### config.mk
export PLATFORM = sky130hd
export DESIGN_NAME = butterfly_seq_core_flat
export DESIGN_NICKNAME = d
export VERILOG_FILES = /design/src/rtl/butterfly_seq_core_if.sv /design/src/rtl/butterfly_seq_core.sv /design/src/flat_wrapper.sv
export SDC_FILE = /design/constraint.sdc
export NUM_CORES = 1
export LEC_CHECK = 0
export ABC_CLOCK_PERIOD_IN_PS = 6700
export BUFFER_PORTS_ARGS = -buffer_cell sky130_fd_sc_hd__buf_2
export CAP_MARGIN = 30
export CORE_ASPECT_RATIO = 0.9
export CORE_UTILIZATION = 44
export CTS_BUF_LIST = sky130_fd_sc_hd__clkbuf_4 sky130_fd_sc_hd__clkbuf_8
export CTS_CLUSTER_SIZE = 14
export DETAILED_ROUTE_END_ITERATION = 8
export MAX_ROUTING_LAYER = met4
export PLACE_DENSITY_LB_ADDON = 0.3
export SLEW_MARGIN = 5
export SYNTH_ARGS = -nofsm -noshare
export SYNTH_HDL_FRONTEND = slang
export SYNTH_SLANG_ARGS = --single-unit
export TNS_END_PERCENT = 100
### constraint.sdc
create_clock -name clk -period 6.7 [get_ports clk]
set_input_delay 1.005 -clock clk [delete_from_list [all_inputs] [get_ports clk]]
set_output_delay 1.005 -clock clk [all_outputs]
set_load 0.01 [all_outputs]
### src/rtl/butterfly_seq_core_if.sv
// Operand/result bundle for butterfly_seq_core.
//   din     operand word (signed, W bits)
//   load    asynchronous load strobe, synchronised inside the core
//   w_load  1 = 6-word frame (twiddle + operands), 0 = 4-word frame reusing stored twiddle
//   inv     use the conjugate twiddle
//   scale   halve each result before saturation
//   dout    result word while valid, else 0
//   idx     word index expected (LOAD) or shown (SHOW)
//   busy    multiply/add in progress
//   valid   results being presented
//   ovf     a result of the current frame saturated
interface butterfly_seq_core_if #(
   parameter int unsigned W = 8
);
   logic [W-1:0] din;
   logic         load;
   logic         w_load;
   logic         inv;
   logic         scale;
   logic [W-1:0] dout;
   logic [2:0]   idx;
   logic         busy;
   logic         valid;
   logic         ovf;

   modport master (
      output din, load, w_load, inv, scale,
      input  dout, idx, busy, valid, ovf
   );

   modport slave (
      input  din, load, w_load, inv, scale,
      output dout, idx, busy, valid, ovf
   );
endinterface

### src/rtl/butterfly_seq_core.sv
// Sequential radix-2 butterfly: y = a + b*w, z = a - b*w in signed fixed point.
// Operands arrive one word per rising edge of a slow load strobe; the four results
// (Re y, Im y, Re z, Im z) are then stepped out one per strobe edge.
//   clk    rising-edge clock
//   reset  synchronous, active-high
//   bus    butterfly_seq_core_if.slave (operand/strobe inputs, result/status outputs)
module butterfly_seq_core #(
   parameter int unsigned W    = 8,
   parameter int unsigned FRAC = 7
) (
   input  logic                 clk,
   input  logic                 reset,
   butterfly_seq_core_if.slave  bus
);

   localparam int unsigned W1 = W + 1;
   localparam int unsigned W2 = 2 * W;
   // Wide enough that neither the twiddle sum nor the a +/- t sum can wrap.
   localparam int unsigned SW = 2 * W + 3;
   localparam logic signed [SW-1:0] Half = SW'(1 << (FRAC - 1));
   localparam logic signed [SW-1:0] MaxV = SW'((1 << (W - 1)) - 1);
   localparam logic signed [SW-1:0] MinV = ~MaxV;

   typedef enum logic [1:0] {StLoad, StMul, StAdd, StShow} state_e;

   state_e state_q, state_d;
   logic   s1_q, s2_q, s3_q, rise;
   logic   [2:0] idx_q, idx_d;
   logic   long_q, long_d, frame_long;
   logic   [2:0] slot;
   // Operand slots: 0 Re w, 1 Im w, 2 Re b, 3 Im b, 4 Re a, 5 Im a.
   logic   signed [W-1:0] opr_q [6];
   logic   signed [W-1:0] opr_d [6];
   logic   signed [W2-1:0] prr_q, pii_q, pri_q, pir_q;
   logic   signed [W2-1:0] prr_d, pii_d, pri_d, pir_d;
   logic   signed [W-1:0] res_q [4];
   logic   signed [W-1:0] res_d [4];
   logic   ovf_q, ovf_d, busy_q, busy_d, valid_q, valid_d;
   logic   signed [W-1:0] dout_q, dout_d;

   logic   signed [W1-1:0] wim_eff;
   logic   signed [W2-1:0] m_rr, m_ii, m_ri, m_ir;
   logic   signed [SW-1:0] tr, ti, tr_r, ti_r;
   logic   signed [SW-1:0] sum [4];
   logic   signed [W-1:0] sat_res [4];
   logic   [3:0] sat_hit;

   assign rise = s2_q & ~s3_q;

   // Products; W+1 bits for Im w so that negating the most negative twiddle is exact.
   always_comb begin
      wim_eff = W1'(opr_q[1]);
      if (bus.inv) begin
         wim_eff = -wim_eff;
      end
      m_rr = W2'(opr_q[2]) * W2'(opr_q[0]);
      m_ii = W2'(opr_q[3]) * W2'(wim_eff);
      m_ri = W2'(opr_q[2]) * W2'(wim_eff);
      m_ir = W2'(opr_q[3]) * W2'(opr_q[0]);
   end

   // Twiddle sums, round half-up, butterfly, optional halving, saturation.
   always_comb begin
      tr     = SW'(prr_q) - SW'(pii_q);
      ti     = SW'(pri_q) + SW'(pir_q);
      tr_r   = (tr + Half) >>> FRAC;
      ti_r   = (ti + Half) >>> FRAC;
      sum[0] = SW'(opr_q[4]) + tr_r;
      sum[1] = SW'(opr_q[5]) + ti_r;
      sum[2] = SW'(opr_q[4]) - tr_r;
      sum[3] = SW'(opr_q[5]) - ti_r;
      sat_hit = '0;
      for (int i = 0; i < 4; i++) begin
         logic signed [SW-1:0] v;
         v = bus.scale ? (sum[i] >>> 1) : sum[i];
         sat_res[i] = v[W-1:0];
         if (v > MaxV) begin
            sat_res[i] = MaxV[W-1:0];
            sat_hit[i] = 1'b1;
         end else if (v < MinV) begin
            sat_res[i] = MinV[W-1:0];
            sat_hit[i] = 1'b1;
         end
      end
   end

   always_comb begin
      state_d = state_q;
      idx_d   = idx_q;
      long_d  = long_q;
      opr_d   = opr_q;
      prr_d   = prr_q;
      pii_d   = pii_q;
      pri_d   = pri_q;
      pir_d   = pir_q;
      res_d   = res_q;
      ovf_d   = ovf_q;
      // Frame length is decided by w_load at the first word, then held.
      frame_long = (idx_q == 3'd0) ? bus.w_load : long_q;
      slot       = frame_long ? idx_q : idx_q + 3'd2;
      unique case (state_q)
         StLoad: begin
            if (rise) begin
               long_d      = frame_long;
               opr_d[slot] = bus.din;
               if (idx_q == (frame_long ? 3'd5 : 3'd3)) begin
                  state_d = StMul;
                  idx_d   = 3'd0;
               end else begin
                  idx_d = idx_q + 3'd1;
               end
            end
         end
         StMul: begin
            prr_d   = m_rr;
            pii_d   = m_ii;
            pri_d   = m_ri;
            pir_d   = m_ir;
            state_d = StAdd;
         end
         StAdd: begin
            res_d   = sat_res;
            ovf_d   = |sat_hit;
            state_d = StShow;
            idx_d   = 3'd0;
         end
         StShow: begin
            if (rise) begin
               if (idx_q == 3'd3) begin
                  state_d = StLoad;
                  idx_d   = 3'd0;
                  ovf_d   = 1'b0;
               end else begin
                  idx_d = idx_q + 3'd1;
               end
            end
         end
         default: state_d = StLoad;
      endcase
      // Outputs are registered from next-state values so they line up with the state.
      busy_d  = (state_d == StMul) || (state_d == StAdd);
      valid_d = (state_d == StShow);
      dout_d  = valid_d ? res_d[idx_d[1:0]] : '0;
   end

   always_ff @(posedge clk) begin
      if (reset) begin
         state_q <= StLoad;
         s1_q    <= 1'b0;
         s2_q    <= 1'b0;
         s3_q    <= 1'b0;
         idx_q   <= '0;
         long_q  <= 1'b0;
         opr_q   <= '{default: '0};
         prr_q   <= '0;
         pii_q   <= '0;
         pri_q   <= '0;
         pir_q   <= '0;
         res_q   <= '{default: '0};
         ovf_q   <= 1'b0;
         busy_q  <= 1'b0;
         valid_q <= 1'b0;
         dout_q  <= '0;
      end else begin
         state_q <= state_d;
         s1_q    <= bus.load;
         s2_q    <= s1_q;
         s3_q    <= s2_q;
         idx_q   <= idx_d;
         long_q  <= long_d;
         opr_q   <= opr_d;
         prr_q   <= prr_d;
         pii_q   <= pii_d;
         pri_q   <= pri_d;
         pir_q   <= pir_d;
         res_q   <= res_d;
         ovf_q   <= ovf_d;
         busy_q  <= busy_d;
         valid_q <= valid_d;
         dout_q  <= dout_d;
      end
   end

   assign bus.dout  = dout_q;
   assign bus.idx   = idx_q;
   assign bus.busy  = busy_q;
   assign bus.valid = valid_q;
   assign bus.ovf   = ovf_q;

endmodule
### src/flat_wrapper.sv
// flat-port wrapper written by rule: the top's interface ports become plain ports
module butterfly_seq_core_flat 
#(
   parameter int unsigned W    = 8,
   parameter int unsigned FRAC = 7
)
  (clk, reset, bus_din, bus_load, bus_w_load, bus_inv, bus_scale, bus_dout, bus_idx, bus_busy, bus_valid, bus_ovf);
  butterfly_seq_core_if #(.W(W)) bus_i ();
  input  logic clk;
  input  logic reset;
  input wire logic [$bits(bus_i.din)-1:0] bus_din;
  input wire logic [$bits(bus_i.load)-1:0] bus_load;
  input wire logic [$bits(bus_i.w_load)-1:0] bus_w_load;
  input wire logic [$bits(bus_i.inv)-1:0] bus_inv;
  input wire logic [$bits(bus_i.scale)-1:0] bus_scale;
  output wire logic [$bits(bus_i.dout)-1:0] bus_dout;
  output wire logic [$bits(bus_i.idx)-1:0] bus_idx;
  output wire logic [$bits(bus_i.busy)-1:0] bus_busy;
  output wire logic [$bits(bus_i.valid)-1:0] bus_valid;
  output wire logic [$bits(bus_i.ovf)-1:0] bus_ovf;
  assign bus_i.din = bus_din;
  assign bus_i.load = bus_load;
  assign bus_i.w_load = bus_w_load;
  assign bus_i.inv = bus_inv;
  assign bus_i.scale = bus_scale;
  assign bus_dout = bus_i.dout;
  assign bus_idx = bus_i.idx;
  assign bus_busy = bus_i.busy;
  assign bus_valid = bus_i.valid;
  assign bus_ovf = bus_i.ovf;
  butterfly_seq_core #(.W(W), .FRAC(FRAC)) u_core (.clk(clk), .reset(reset), .bus(bus_i));
endmodule
==> run metrics <==
outcome finished clean; Post-Syn Nets between 2,000 and 3,000; Cell Count, Final, Fillers Out around 3,000; Die Span Y roughly 210 um; drt first pass iters 5; slew margin rel. 0.360; Inst Count DP between 3,000 and 4,000; worst endpoint required time between 7 and 8 ns; post-synth design cell area roughly 21,000 um2; # IOs 28; layout filler cell count 4,611; Hold Fails Final Rpt 0; WP data arrival around 6.2 ns; Synth Instances about 2,500; Ys Warns 0; Layout area overhead 5.09%; RePlAce Congestion ~0.86; ys async rst share 0; # DRC 0; Synth top area share 0.221; CP Max Fanout 10; number of post-CTS setup repair buffers 0; routed vias/inst roughly 5.3; Core Util, Final 0.469; GRT Resource Usage Total 0.225; Final Skew between 0.015 and 0.02 ns; DIE AREA 48,200 um2; Yosys reg bits between 150 and 200; pin count of the biggest net entering global routing 84; layout cell share with drive strength beyond 1 0.0562; clk buf depth 2; TNS Setup 0 ns; startpoint types flop; Cell variety after synth 97; I/O Buffers 27; largest area contributor in the netlist fa_1; Sink Count 164; final critical-path required period around 5.8 ns; Die X roughly 230 um; sequential area share after synthesis 0.158; Vias roughly 16,000; Mean Syn Cell Area about 8.4 um2; endpoints failing setup 0; Slew Viols, Final 0; CTS tree done; EDFF count, synth 0; Critical Path End Type flop; Initial Util 0.447; critical path class flop to flop; Total Nets Final 2,911; core area between 40,000 and 50,000 um2; global-route wire length before repair around 84,000 um; Starting DRT DRC Count ~1,000; Skew-Pair Late Insertion Delay approximately 0.5 ns; worst hold-check path type flop to flop; Num CTS Buffers 17; clock slew at reported path FFs approximately 0.090 ns; RSZ-0062 raised after global routing false; Max Clk Rate 172 MHz; hold_buf cts 0; vias in the first global route around 16,000; GRT Residual Overflow 0; initial antenna violation count 2; measured slew at the worst slew-check pin 0.958 ns; Max Cap Violations 0; PostCTS Resize Cnt 0; DP HPWL ~39,000 um; Primary FF master, synth dfxtp_1; leakage power 9.90 nW; Post-Route WL 50,300 um; clock root buffer clkbuf_8; Tcrit/Tclk final 0.867; commonest cells after routing, fill and taps aside inv_1, nand2_1, fa_1, ha_1, nor2_1; WL/cell roughly 16 um; Max VDD drop between 0.1 and 0.15 mV; row count 75; htree depth 4; P per Cell Area approximately 85 nW/um2; most common cell after layout, fill and taps aside inv_1; post-detailed-route count of antenna-violating nets 0; ranking of synthesized cells by area fa_1, dfxtp_1, ha_1
==> power breakdown <==
group	internal (mW)	total [mW]	leakage [nW]	switching, mW
sequential	0.978	0.994	1.32	0.0159
clock	0.308	0.734	0.193	0.427
combinational	0.0423	0.132	8.39	0.0902
==> cell type report <==
type	count	area [um2]	share of cell area
clock inverter	14	144	0.00657
inverter	367	1380	0.0629
sequential	164	3280	0.150
multi-input combinational	1841	15700	0.719
antenna	4	10.0	0.000457
tap	616	771	0.0352
timing repair buffer	50	314	0.0143
clock buffer	18	241	0.0110
==> cells by family (layout without fill, tap and decap cells) <==
family | count (synthesis) | in the layout | synth area share
xor gates and xnor gates | 114 | 114 | 0.0483
AOI/OAI and AO/OA | 411 | 411 | 0.127
other | 0 | 4 | 0
muxes | 72 | 72 | 0.0348
buffers and inverters | 476 | 449 | 0.0869
adders and majority gates | 456 | 456 | 0.357
DFF | 164 | 164 | 0.158
and+or+nand+nor | 788 | 788 | 0.189
==> cells in the mapped netlist (all sizes together), types with 15 or more instances <==
| cell | number |
|---|---|
| nor3 | 41 |
| a211oi | 23 |
| xor2 | 33 |
| and2 | 156 |
| clkbuf | 94 |
| a31oi | 21 |
| nor2 | 172 |
| nand2 | 233 |
| buf | 15 |
| mux2i | 68 |
| nand3 | 36 |
| o21ai | 108 |
| ha | 226 |
| a21oi | 130 |
| nor2b | 37 |
| inv | 367 |
| dfxtp | 164 |
| nand2b | 42 |
| fa | 230 |
| xnor2 | 81 |
==> registers in the layout, indices dropped and copies added (netlist names) <==
name and flops:
u_core.long_q 1, u_core.pir_q 16, u_core.s2_q 1, u_core.opr_q 48, u_core.s1_q 1, u_core.bus.valid 1
u_core.bus.ovf 1, u_core.pri_q 16, u_core.res_q 32, u_core.prr_q 16, u_core.s3_q 1, u_core.bus.dout 8
u_core.pii_q 16, u_core.bus.busy 1, u_core.bus.idx 3, u_core.state_q 2
==> worst max-delay path: stages, from the launching register on <==
cell,delay (ns)
dfxtp_1,0.38
nor3_1,0.27
nand3_1,0.14
o31a_1,0.31
xnor2_1,0.37
buf_4,0.25
nand2_1,0.09
fa_1,0.52
fa_1,0.51
inv_1,0.06
fa_1,0.52
inv_1,0.05
fa_1,0.47
inv_1,0.04
ha_1,0.30
inv_1,0.06
o21ai_0,0.12
a211oi_1,0.35
o31ai_1,0.19
o41ai_1,0.35
xnor2_1,0.16
nand2_1,0.07
a21oi_1,0.16
==> through the flow <==
step	power (mW)	setup slack, ns	area [um2]	hold slack, ns
after global routing	1.94	0.458	21900	0.475
after floorplan	1.10	0.847	20800	0.414
after global placement	1.14	0.459	21500	0.436
after CTS	1.88	0.568	21900	0.461
final	1.86	0.894	21900	0.458
after detailed placement	1.15	0.353	21500	0.447
==> layer usage <==
layer,part of all wire,GRT usage
met5,0,-
met3,0.050,0.0392
met4,0.016,0.0516
met1,0.48,0.304
met2,0.46,0.350
==> final timing paths <==
kind / from / endpoint / slack [ns] / cells past startpoint
hold reg to reg: u_core.pri_q[0] / u_core.pri_q[0] / 0.46 / 2
setup reg to reg: u_core.opr_q[34] / u_core.pii_q[15] / 0.89 / 22
setup / recovery: u_core.opr_q[34] / u_core.pii_q[15] / 0.89 / 22
hold / removal: u_core.pri_q[0] / u_core.pri_q[0] / 0.46 / 2
No activity file was read; power rests on OpenSTA's default activity.
